File: config.mk
export PLATFORM = sky130hd
export DESIGN_NAME = dfh_chain_walker
export DESIGN_NICKNAME = d
export VERILOG_FILES = /design/src/rtl/dfh_chain_walker.sv
export SDC_FILE = /design/constraint.sdc
export NUM_CORES = 1
export LEC_CHECK = 0
export BUFFER_PORTS_ARGS = -buffer_cell sky130_fd_sc_hd__buf_2
export CAP_MARGIN = 40
export CORE_ASPECT_RATIO = 1.1
export CORE_MARGIN = 8
export CORE_UTILIZATION = 45
export DETAILED_ROUTE_END_ITERATION = 7
export GPL_ROUTABILITY_DRIVEN = 0
export GPL_TIMING_DRIVEN = 0
export HOLD_SLACK_MARGIN = 0.05
export PLACE_DENSITY = 0.7
export SYNTH_ARGS = -nofsm -noshare
export SYNTH_HDL_FRONTEND = slang
export SYNTH_SLANG_ARGS = --single-unit
File: constraint.sdc
create_clock -name clk_i -period 7.3 [get_ports clk_i]
set_clock_uncertainty 0.05 [all_clocks]
set_input_delay 1.46 -clock clk_i [delete_from_list [all_inputs] [get_ports clk_i]]
set_output_delay 1.46 -clock clk_i [all_outputs]
set_load 0.03 [all_outputs]
File: src/rtl/dfh_chain_walker.sv
// Walks a Device Feature Header linked list through a 64-bit CSR read port and
// streams every header found with its address; stops on end-of-list or on error.
//
// state  | meaning
// IDLE   | waiting for start
// REQ    | CSR read request presented, held until accepted
// WAIT   | read outstanding, response timer running
// EMIT   | DFH record presented, held until consumed, then next hop decided
// DONE   | one-cycle done pulse, err_code/dfh_count final
module dfh_chain_walker #(
  parameter int ADDR_W      = 20,
  parameter int MAX_DFH     = 16,
  parameter int TIMEOUT_CYC = 256,
  parameter int IDX_W       = 5
) (
  input  logic              clk_i,
  input  logic              rst_n_i,
  input  logic              start_i,
  input  logic [ADDR_W-1:0] start_addr_i,
  output logic              busy_o,
  output logic              done_o,
  output logic [2:0]        err_code_o,
  output logic [IDX_W-1:0]  dfh_count_o,
  output logic              rd_req_valid_o,
  input  logic              rd_req_ready_i,
  output logic [ADDR_W-1:0] rd_req_addr_o,
  input  logic              rd_rsp_valid_i,
  input  logic [63:0]       rd_rsp_data_i,
  output logic              dfh_valid_o,
  input  logic              dfh_ready_i,
  output logic [ADDR_W-1:0] dfh_addr_o,
  output logic [63:0]       dfh_data_o,
  output logic [IDX_W-1:0]  dfh_idx_o
);

  localparam int SUM_W = ((ADDR_W > 24) ? ADDR_W : 24) + 1;
  localparam int TMR_W = $clog2(TIMEOUT_CYC) + 1;

  localparam logic [2:0] ERR_OK       = 3'd0;
  localparam logic [2:0] ERR_TIMEOUT  = 3'd1;
  localparam logic [2:0] ERR_ZERO_OFF = 3'd2;
  localparam logic [2:0] ERR_ADDR_OVF = 3'd3;
  localparam logic [2:0] ERR_MAX_CNT  = 3'd4;
  localparam logic [2:0] ERR_MISALIGN = 3'd5;

  typedef enum logic [2:0] {
    S_IDLE,
    S_REQ,
    S_WAIT,
    S_EMIT,
    S_DONE
  } state_t;

  state_t             state_q;
  logic [ADDR_W-1:0]  cur_addr_q;
  logic [IDX_W-1:0]   count_q;
  logic [TMR_W-1:0]   timer_q;
  logic [63:0]        data_q;
  logic [2:0]         err_q;
  logic               busy_q;
  logic               done_q;
  logic               req_valid_q;
  logic               dfh_valid_q;

  logic [SUM_W-1:0]   next_addr_d;
  logic [IDX_W-1:0]   count_d;
  logic               eol;
  logic               zero_off;
  logic               addr_bad;
  logic               at_max;
  logic               timer_exp;

  // The sum is kept wide enough for the full 24-bit offset so that no
  // offset bit above ADDR_W can be silently dropped before the carry check.
  assign next_addr_d = SUM_W'(cur_addr_q) + SUM_W'(data_q[39:16]);
  assign count_d     = count_q + IDX_W'(1);
  assign eol         = data_q[40];
  assign zero_off    = (data_q[39:16] == 24'd0);
  assign addr_bad    = (|next_addr_d[SUM_W-1:ADDR_W]) || (next_addr_d[2:0] != 3'd0);
  assign at_max      = (count_d == IDX_W'(MAX_DFH));
  assign timer_exp   = (timer_q == TMR_W'(TIMEOUT_CYC - 1));

  always_ff @(posedge clk_i) begin
    if (!rst_n_i) begin
      state_q     <= S_IDLE;
      cur_addr_q  <= '0;
      count_q     <= '0;
      timer_q     <= '0;
      data_q      <= '0;
      err_q       <= ERR_OK;
      busy_q      <= 1'b0;
      done_q      <= 1'b0;
      req_valid_q <= 1'b0;
      dfh_valid_q <= 1'b0;
    end else begin
      done_q <= 1'b0;
      case (state_q)
        S_IDLE: begin
          if (start_i) begin
            count_q <= '0;
            if (start_addr_i[2:0] != 3'd0) begin
              err_q   <= ERR_MISALIGN;
              done_q  <= 1'b1;
              state_q <= S_DONE;
            end else begin
              cur_addr_q  <= start_addr_i;
              err_q       <= ERR_OK;
              busy_q      <= 1'b1;
              req_valid_q <= 1'b1;
              state_q     <= S_REQ;
            end
          end
        end
        S_REQ: begin
          if (rd_req_ready_i) begin
            req_valid_q <= 1'b0;
            timer_q     <= '0;
            state_q     <= S_WAIT;
          end
        end
        S_WAIT: begin
          // A response wins over an expiring timer in the same cycle.
          if (rd_rsp_valid_i) begin
            data_q      <= rd_rsp_data_i;
            dfh_valid_q <= 1'b1;
            state_q     <= S_EMIT;
          end else if (timer_exp) begin
            err_q   <= ERR_TIMEOUT;
            done_q  <= 1'b1;
            state_q <= S_DONE;
          end else begin
            timer_q <= timer_q + TMR_W'(1);
          end
        end
        S_EMIT: begin
          if (dfh_ready_i) begin
            dfh_valid_q <= 1'b0;
            count_q     <= count_d;
            if (eol || zero_off || addr_bad || at_max) begin
              done_q  <= 1'b1;
              state_q <= S_DONE;
              if (eol)           err_q <= ERR_OK;
              else if (zero_off) err_q <= ERR_ZERO_OFF;
              else if (addr_bad) err_q <= ERR_ADDR_OVF;
              else               err_q <= ERR_MAX_CNT;
            end else begin
              cur_addr_q  <= next_addr_d[ADDR_W-1:0];
              req_valid_q <= 1'b1;
              state_q     <= S_REQ;
            end
          end
        end
        S_DONE: begin
          busy_q  <= 1'b0;
          state_q <= S_IDLE;
        end
        default: state_q <= S_IDLE;
      endcase
    end
  end

  assign busy_o         = busy_q;
  assign done_o         = done_q;
  assign err_code_o     = err_q;
  assign dfh_count_o    = count_q;
  assign rd_req_valid_o = req_valid_q;
  assign rd_req_addr_o  = cur_addr_q;
  assign dfh_valid_o    = dfh_valid_q;
  assign dfh_addr_o     = cur_addr_q;
  assign dfh_data_o     = data_q;
  assign dfh_idx_o      = count_q;

endmodule
==> results_dict.tcl, run 1 <==
set metrics [dict create \
    cts_root_buffer "clkbuf_16" \
    min_to "dfh_data_o[44]" \
    endpoint_kind "flop" \
    synth_edf_count 0 \
    ctsHoldBuffers 0 \
    powerDensity_mw_per_mm2 165 \
    synthFlopType "dfxtp_1" \
    drc 0 \
    period_needed_ps 3440 \
    grt_pass1_wl_um 30600 \
    post-route-period-util_pct 47.1 \
    clkLatencyLatePin_ps 360 \
    vias 6112 \
    hold_class "flop to flop" \
    worst_r2r_path_depth 11 \
    dieArea_mm2 0.0171 \
    r2r_start "dfh_addr_o[0]" \
    wl_per_cell_um 16.9 \
    viasPerCell 5.37 \
    async_reset_ff_share_pct 0 \
    critical_path_required_ps 7460 \
    startpoint_type "input port" \
    synth.most_common_cell "nand2_1" \
    clkSlewWorstSetupHoldPaths_ps 80 \
    synth_top_area_share_pct 36.4 \
    synthCells 749 \
    synthTopCellsByCount "182 x nand2_1, 108 x dfxtp_1, 100 x a21oi_1" \
    htreeDepth 3 \
    place_inst 1120 \
    synth_area_per_cell_um2 7.93 \
    status "finished, final reports clean" \
    antenna_found_initial 4 \
    io_pins 211 \
    grt-ovfl-total 0 \
    hold_viol 0 \
    fin_nets 1084 \
    synth.distinct_cells 73 \
    synth.area.top_cells "dfxtp_1 36%, nand2_1 12%, a21oi_1 8.4%, ha_1 4.8%, buf_4 3.2%" \
    place_hpwl_um 15100 \
    cts.path.max_buffers 2 \
    critPathKind "input port to flop" \
    first_pass_iters 5 \
    netlist_area_mm2 0.00594 \
    report.final.setup_viol 0 \
    drt_wl_total_um 19200 \
    cts_setup_buffers 0 \
    rrSetupSlack_ps 3910 \
    dieWidth_um 126 \
    layout-drive-gt1-share_pct 29.8 \
    tns_ps 0 \
    track_usage_pct 22.3 \
    antenna_left 0 \
    initial_core_util_pct 45.5 \
    drtIter0Drc 378 \
    worst-endpoint-arrival_ps 3600 \
    cts.sinks 108 \
    ir_drop_v 0.000135 \
    p_leak_nw 3.43 \
    synthesis.nets 863 \
    num_rows 44 \
    holdPathStages 2 \
    ctsResizeCount 0 \
    ys_warn_count 0 \
    core_mm2 0.0130 \
    first_global_vias 5924 \
    worst_pin_slew_ps 804 \
    die_h_um 136 \
    rr_endpoint "dfh_addr_o[8]" \
    drv_cap 0 \
    syn2layout_area_growth_pct 25.8 \
    drv_slew 0 \
    hp-start "dfh_data_o[44]" \
    path_max_fanout 10 \
    fmax_ghz 0.291 \
    ys_seq_area_share_pct 36.4 \
    ys_ff_latch 108 \
    cts_made_buffers 9 \
    worstSetupStartpoint "start_i" \
    rsz0062_at_grt "no" \
    grt_max_degree 19 \
    yosys.area.top_type "dfxtp_1" \
    instances_no_fill 1138 \
    slew_headroom_pct 46.4 \
    cts_tree "done" \
    portBuffers 210 \
]
cell type report:
class                      count  area [µm²]
antenna                        2        5.00
buffer                        61         349
clock buffer                  10         229
clock inverter                 6        46.3
fill                        1301        5580
inverter                       8        30.0
multi-input combinational    572        3400
sequential                   108        2160
tap                          161         201
timing repair buffer         210        1050
worst max path at each step:
stage | cells past startpoint | to
2_1_floorplan | 9 | dfh_addr_o[10]
3_3_place_gp | 10 | dfh_addr_o[8]
3_5_place_dp | 10 | dfh_addr_o[8]
4_1_cts | 10 | dfh_addr_o[14]
5_1_grt | 10 | dfh_addr_o[14]
6_report | 10 | dfh_addr_o[8]
power by group:
group	switching (W)	total, W	internal [W]	leakage, nW
clock network	0.000244	0.000480	0.000236	0.135
registers	0.00000861	0.000606	0.000598	0.872
logic	0.0000913	0.000150	0.0000589	2.42
worst max-delay path, cell delays in order:
cell and delay (ps):
buf_2 120, or3b_4 390, a21oi_4 260, nand2_1 110, nor3_1 340, o211ai_4 140, a211o_2 350, nand2_2 130
buf_6 190, a311oi_2 100
metrics by stage:
step	instance area, µm²	hold slack [ps]	worst slack [ps]	utilization, %	power [W]
after floorplan	5940	404	3910	-	0.000713
after global placement	7190	389	3500	55.1	0.000769
after detailed placement	7190	393	3490	55.1	0.000770
after CTS	7470	403	3880	57.2	0.00124
after global routing	7470	419	3720	57.2	0.00128
final	7470	402	3860	57.3	0.00124
layout by cell type, fill, tap and decap left out, types with 10 or more instances in the layout:
master / instances
a21oi_1: 100
buf_4: 25
buf_2: 213
nor2_1: 40
xnor2_1: 11
clkbuf_1: 28
nand2_1: 182
nand3_1: 17
nor3_1: 19
and3_1: 10
o21ai_0: 26
ha_1: 23
dfxtp_1: 108
kinds of logic after synthesis:
| group | count (synthesis) | share of synthesized area, % |
|---|---|---|
| AND/OR/NAND/NOR | 310 | 22.7 |
| AO/OA/AOI/OAI | 214 | 25.6 |
| adder cells (fa/ha/maj) | 24 | 5.18 |
| XOR/XNOR | 17 | 2.51 |
| flip-flops | 108 | 36.4 |
| buffers and inverters | 69 | 6.38 |
| multiplexers | 7 | 1.20 |
registers in the layout (all words and copies together), names as in the netlist:
register,flops
dfh_data_o,64
dfh_addr_o,20
timer_q,9
dfh_count_o,5
err_code_o,3
state_q,3
busy_o,1
dfh_valid_o,1
done_o,1
rd_req_valid_o,1
per-layer routing:
metal | wire length (µm) | GRT usage [%] | vias up
li1 | - | - | 3084
met1 | 8140 | 26.0 | 2768
met2 | 8830 | 36.7 | 220
met3 | 1700 | 7.14 | 36
met4 | 533 | 10.3 | 4
met5 | 24 | 0 | -
No activity file was read; power rests on OpenSTA's default activity.
==> run 2, diff against run 1 <==
==> constraint.sdc (replaced) <==
create_clock -name clk_i -period 3.45 [get_ports clk_i]
set_clock_uncertainty 0.05 [all_clocks]
set_input_delay 0.69 -clock clk_i [delete_from_list [all_inputs] [get_ports clk_i]]
set_output_delay 0.69 -clock clk_i [all_outputs]
set_load 0.03 [all_outputs]
==> results_dict.tcl, run 2 (synthesis results as in run 1) <==
set metrics [dict create \
    grt_max_degree 19 \
    place_inst 1120 \
    hold_class "flop to flop" \
    viasPerCell 5.34 \
    grt-ovfl-total 0 \
    place_hpwl_um 15100 \
    critical_path_required_ps 3610 \
    largest_register_ffs 64 \
    cts.sinks 108 \
    path_max_fanout 10 \
    io_pins 211 \
    worst_pin_slew_ps 805 \
    endpoint_kind "flop" \
    layout_commonest_cell "buf_2" \
    drv_slew 0 \
    rrSetupSlack_ps 170 \
    ir_drop_v 0.000285 \
    critPathKind "flop to flop" \
    initial_core_util_pct 45.5 \
    dieArea_mm2 0.0171 \
    fin_nets 1085 \
    cp_top_family "compound AO/OA/AOI/OAI gates" \
    hold_viol 0 \
    crit_chain "ha_1 -> fa_2 -> a21o_1 -> a41oi_1 -> a21oi_1 -> o22a_2 -> a2111o_1 -> a211o_4 -> nand2_2 -> buf_8 -> a311oi_2" \
    cts_made_buffers 9 \
    core_mm2 0.0130 \
    grt_pass1_wl_um 30600 \
    htreeDepth 3 \
    fin_util_pct 57.4 \
    wl_per_cell_um 16.8 \
    antenna_left 0 \
    crit_slowest_cell "a2111o_1" \
    startpoint_type "flop" \
    dieWidth_um 126 \
    vias 6087 \
    clkLatencyLatePin_ps 360 \
    instances_no_fill 1139 \
    die_h_um 136 \
    clkSlewWorstSetupHoldPaths_ps 70 \
    drtIter0Drc 392 \
    cts_tree "done" \
    cts_root_buffer "clkbuf_16" \
    rsz0062_at_grt "no" \
    report.final.setup_viol 0 \
    most-common-layout-cells "213 x buf_2, 182 x nand2_1, 108 x dfxtp_1" \
    post-route-period-util_pct 95.2 \
    first_pass_iters 4 \
    status "finished, final reports clean" \
    slew_headroom_pct 46.4 \
    fmax_ghz 0.304 \
    worst-endpoint-arrival_ps 3450 \
    tns_ps 0 \
    first_global_vias 5924 \
    ctsHoldBuffers 0 \
    drc 0 \
    drt_wl_total_um 19200 \
    drv_cap 0 \
    powerDensity_mw_per_mm2 349 \
    crit_buf_inv 1 \
    antenna_found_initial 4 \
    layout-drive-gt1-share_pct 30.0 \
    portBuffers 210 \
    syn2layout_area_growth_pct 26.2 \
    track_usage_pct 22.3 \
    cpPeakStageDelay_ps 500 \
    p_leak_nw 3.43 \
    num_rows 44 \
    cts.path.max_buffers 2 \
    period_needed_ps 3280 \
]
[run 2: cell types whose count changed in the layout (fill, tap and decap cells not counted), sizes merged]
cell,change
buf,+1
[run 2: routing by layer]
metal / vias up / wire length [µm] / GRT usage (%)
met5: - / 24 / 0
met4: 4 / 546 / 10.3
li1: 3085 / - / -
met2: 212 / 8780 / 36.7
met3: 37 / 1740 / 7.14
met1: 2749 / 8070 / 26.0
[run 2: final cells by class]
cell class	count	area, µm²
timing repair buffer	211	1060
tap	161	201
clock inverter	6	46.3
sequential	108	2160
multi-input combinational	572	3410
clock buffer	10	229
inverter	8	30.0
buffer	61	353
fill	1296	5560
antenna	2	5.00
[run 2: what timing repair did]
item,4_1_cts,5_1_grt
gates resized for setup,0,3
buffers inserted,0,1
setup endpoints to repair,0,12
[run 2: worst register-to-register path, delay by kind of cell, from the launching register on]
kind,cells,cell delay [ps]
and+or+nand+nor,1,130
DFF,1,350
buffers and inverters,1,170
adders and majority gates,2,630
AOI/OAI and AO/OA,7,1800
[run 2: where the power goes]
group | leakage (nW) | total (W) | internal [W] | switching, W
Combinational | 2.43 | 0.000318 | 0.000125 | 0.000193
Sequential | 0.872 | 0.00128 | 0.00126 | 0.0000181
Clock | 0.135 | 0.00101 | 0.000499 | 0.000512
Total | 3.43 | 0.00261 | 0.00189 | 0.000723
[run 2: metrics by stage]
step | hold WS [ps] | total power, W | worst slack (ps) | instance area (µm²)
floorplan | 404 | 0.00151 | 285 | 5940
global placement | 389 | 0.00163 | 106 | 7190
detailed placement | 393 | 0.00163 | 111 | 7190
CTS | 403 | 0.00263 | 81.1 | 7470
global route | 419 | 0.00270 | 14.2 | 7490
finish | 402 | 0.00261 | 165 | 7490
[run 2: path summary, 6_finish.rpt]
path                                     start        endpoint  cells after the start
worst min register to register  dfh_data_o[44]  dfh_data_o[44]                      2
worst min-delay path            dfh_data_o[44]  dfh_data_o[44]                      2
worst max-delay path             dfh_addr_o[0]   dfh_addr_o[8]                     11
worst max register to register   dfh_addr_o[0]   dfh_addr_o[8]                     11
==> run 3, diff against run 2 <==
==> config.mk (replaced) <==
export PLATFORM = sky130hd
export DESIGN_NAME = dfh_chain_walker
export DESIGN_NICKNAME = d
export VERILOG_FILES = /design/src/rtl/dfh_chain_walker.sv
export SDC_FILE = /design/constraint.sdc
export NUM_CORES = 1
export LEC_CHECK = 0
export CAP_MARGIN = 40
export CORE_ASPECT_RATIO = 1.1
export CORE_MARGIN = 8
export CORE_UTILIZATION = 45
export DETAILED_ROUTE_END_ITERATION = 7
export DONT_BUFFER_PORTS = 1
export GPL_ROUTABILITY_DRIVEN = 0
export GPL_TIMING_DRIVEN = 0
export HOLD_SLACK_MARGIN = 0.05
export PLACE_DENSITY = 0.57
export SYNTH_ARGS = -nofsm -noshare
export SYNTH_HDL_FRONTEND = slang
export SYNTH_SLANG_ARGS = --single-unit
==> results_dict.tcl, run 3 (synthesis results as in run 1) <==
set metrics [dict create \
    ir_drop_v 0.000183 \
    cts_made_buffers 9 \
    design_area_mm2 0.00660 \
    fin_nets 881 \
    portBuffers 0 \
    worstSetupStartpoint "dfh_addr_o[0]" \
    syn2layout_area_growth_pct 11.2 \
    p_sw_share_pct 27.1 \
    status "finished, final reports clean" \
    crit_chain "ha_4 -> fa_2 -> a21o_1 -> a41oi_2 -> a21oi_1 -> o22a_2 -> a2111o_1 -> buf_4 -> a211o_2 -> nand2_4 -> buf_8 -> a311oi_2" \
    clock_power_share_pct 42.0 \
    dieArea_mm2 0.0171 \
    rrSetupSlack_ps 100 \
    tns_ps 0 \
    antenna_found_initial 0 \
    cts.sinks 108 \
    whs_ps 402 \
    wl_per_cell_um 20.0 \
    worst_r2r_path_depth 12 \
    cp_top_family "compound AO/OA/AOI/OAI gates" \
    crit_slowest_cell "a2111o_1" \
    vias 5456 \
    worst-endpoint-arrival_ps 3510 \
    track_usage_pct 21.4 \
    rr_endpoint "dfh_addr_o[7]" \
    antenna_left 0 \
    critical_path_required_ps 3610 \
    drtIter0Drc 229 \
    grt-ovfl-total 0 \
    slew_headroom_pct 48.6 \
    dieWidth_um 126 \
    min_to "dfh_data_o[32]" \
    layout-drive-gt1-share_pct 14.5 \
    p_leak_nw 2.48 \
    clkSlewWorstSetupHoldPaths_ps 80 \
    htreeDepth 3 \
    clkLatencyLatePin_ps 360 \
    place_area_mm2 0.00614 \
    grt_max_degree 21 \
    fmax_ghz 0.298 \
    post-route-period-util_pct 97.2 \
    grt_pass1_wl_um 28900 \
    num_rows 44 \
    place_hpwl_um 14800 \
    r2r_start "dfh_addr_o[0]" \
    most-common-layout-cells "182 x nand2_1, 100 x a21oi_1, 89 x dfxtp_1" \
    hold_viol 0 \
    combPwrFrac_pct 7.8 \
    p_sw_w 0.000713 \
    hold_class "input port to flop" \
    drc 0 \
    die_h_um 136 \
    viasPerCell 5.85 \
    drv_cap 0 \
    drt_wl_total_um 18700 \
    crit_buf_inv 2 \
    critPathKind "flop to flop" \
    initial_core_util_pct 45.5 \
    cts.path.max_buffers 2 \
    cts_tree "done" \
    largest_register_ffs 64 \
    worst_pin_slew_ps 771 \
    first_pass_iters 5 \
    num_antenna_cells 0 \
    holdPathStages 2 \
    io_pins 211 \
    path_max_fanout 10 \
    layout_commonest_cell "nand2_1" \
    p_int_w 0.00192 \
    cpPeakStageDelay_ps 470 \
    hp-start "rd_rsp_data_i[32]" \
    period_needed_ps 3350 \
    startpoint_type "flop" \
    core_mm2 0.0130 \
    powerDensity_mw_per_mm2 399 \
    endpoint_kind "flop" \
    report.final.setup_viol 0 \
    cts_root_buffer "clkbuf_16" \
    first_global_vias 5415 \
    pwr-share-seq_pct 50.2 \
    drv_slew 0 \
]
## run 3: worst max path at each step
| stage | depth (start not counted) | to |
|---|---|---|
| 6_report | 12 | dfh_addr_o[7] |
| 5_1_grt | 11 | err_code_o[1] |
| 4_1_cts | 10 | dfh_addr_o[3] |
| 3_5_place_dp | 11 | dfh_addr_o[18] |
| 3_3_place_gp | 11 | dfh_addr_o[18] |
| 2_1_floorplan | 11 | dfh_addr_o[10] |
## run 3: per-layer routing
metal | wire length, µm | up-vias | global-route usage [%]
met5 | 0 | - | 0
met4 | 497 | 0 | 9.55
met3 | 1680 | 32 | 7.61
met2 | 9380 | 189 | 37.5
met1 | 7140 | 2563 | 22.9
li1 | - | 2672 | -
## run 3: power by group through the flow
stage / Clock (W) / Combinational (W) / Sequential, W
finish: 0.00111 / 0.000205 / 0.00132
global route: 0.00118 / 0.000225 / 0.00133
CTS: 0.00113 / 0.000204 / 0.00132
detailed placement: 0 / 0.000202 / 0.00135
global placement: 0 / 0.000199 / 0.00135
floorplan: 0 / 0.000166 / 0.00134
## run 3: metrics by stage
stage	utilization [%]	worst slack, ps	power (W)	instances
3_5_place_dp	47.1	-187	0.00156	910
2_1_floorplan	-	285	0.00151	749
4_1_cts	49.9	13.7	0.00266	930
5_1_grt	50.6	-6.88	0.00273	933
3_3_place_gp	47.1	-114	0.00155	910
6_report	50.6	95.9	0.00264	933
## run 3: what timing repair did
item                       in CTS  in global routing
setup endpoints to repair      20                 20
cloned                          1                  0
buffers inserted                3                  3
hold buffers                    0                  0
pin swaps                       2                  6
resized for setup              10                 22
## run 3: layout make-up
| cell class | instances | area (µm²) |
|---|---|---|
| Clock buffer | 9 | 225 |
| Sequential cell | 108 | 2190 |
| Buffer | 61 | 353 |
| Multi-Input combinational cell | 572 | 3440 |
| Tap cell | 161 | 201 |
| Timing Repair Buffer | 7 | 68.8 |
| Inverter | 8 | 30.0 |
| Clock inverter | 7 | 91.3 |
| Fill cell | 1307 | 6440 |
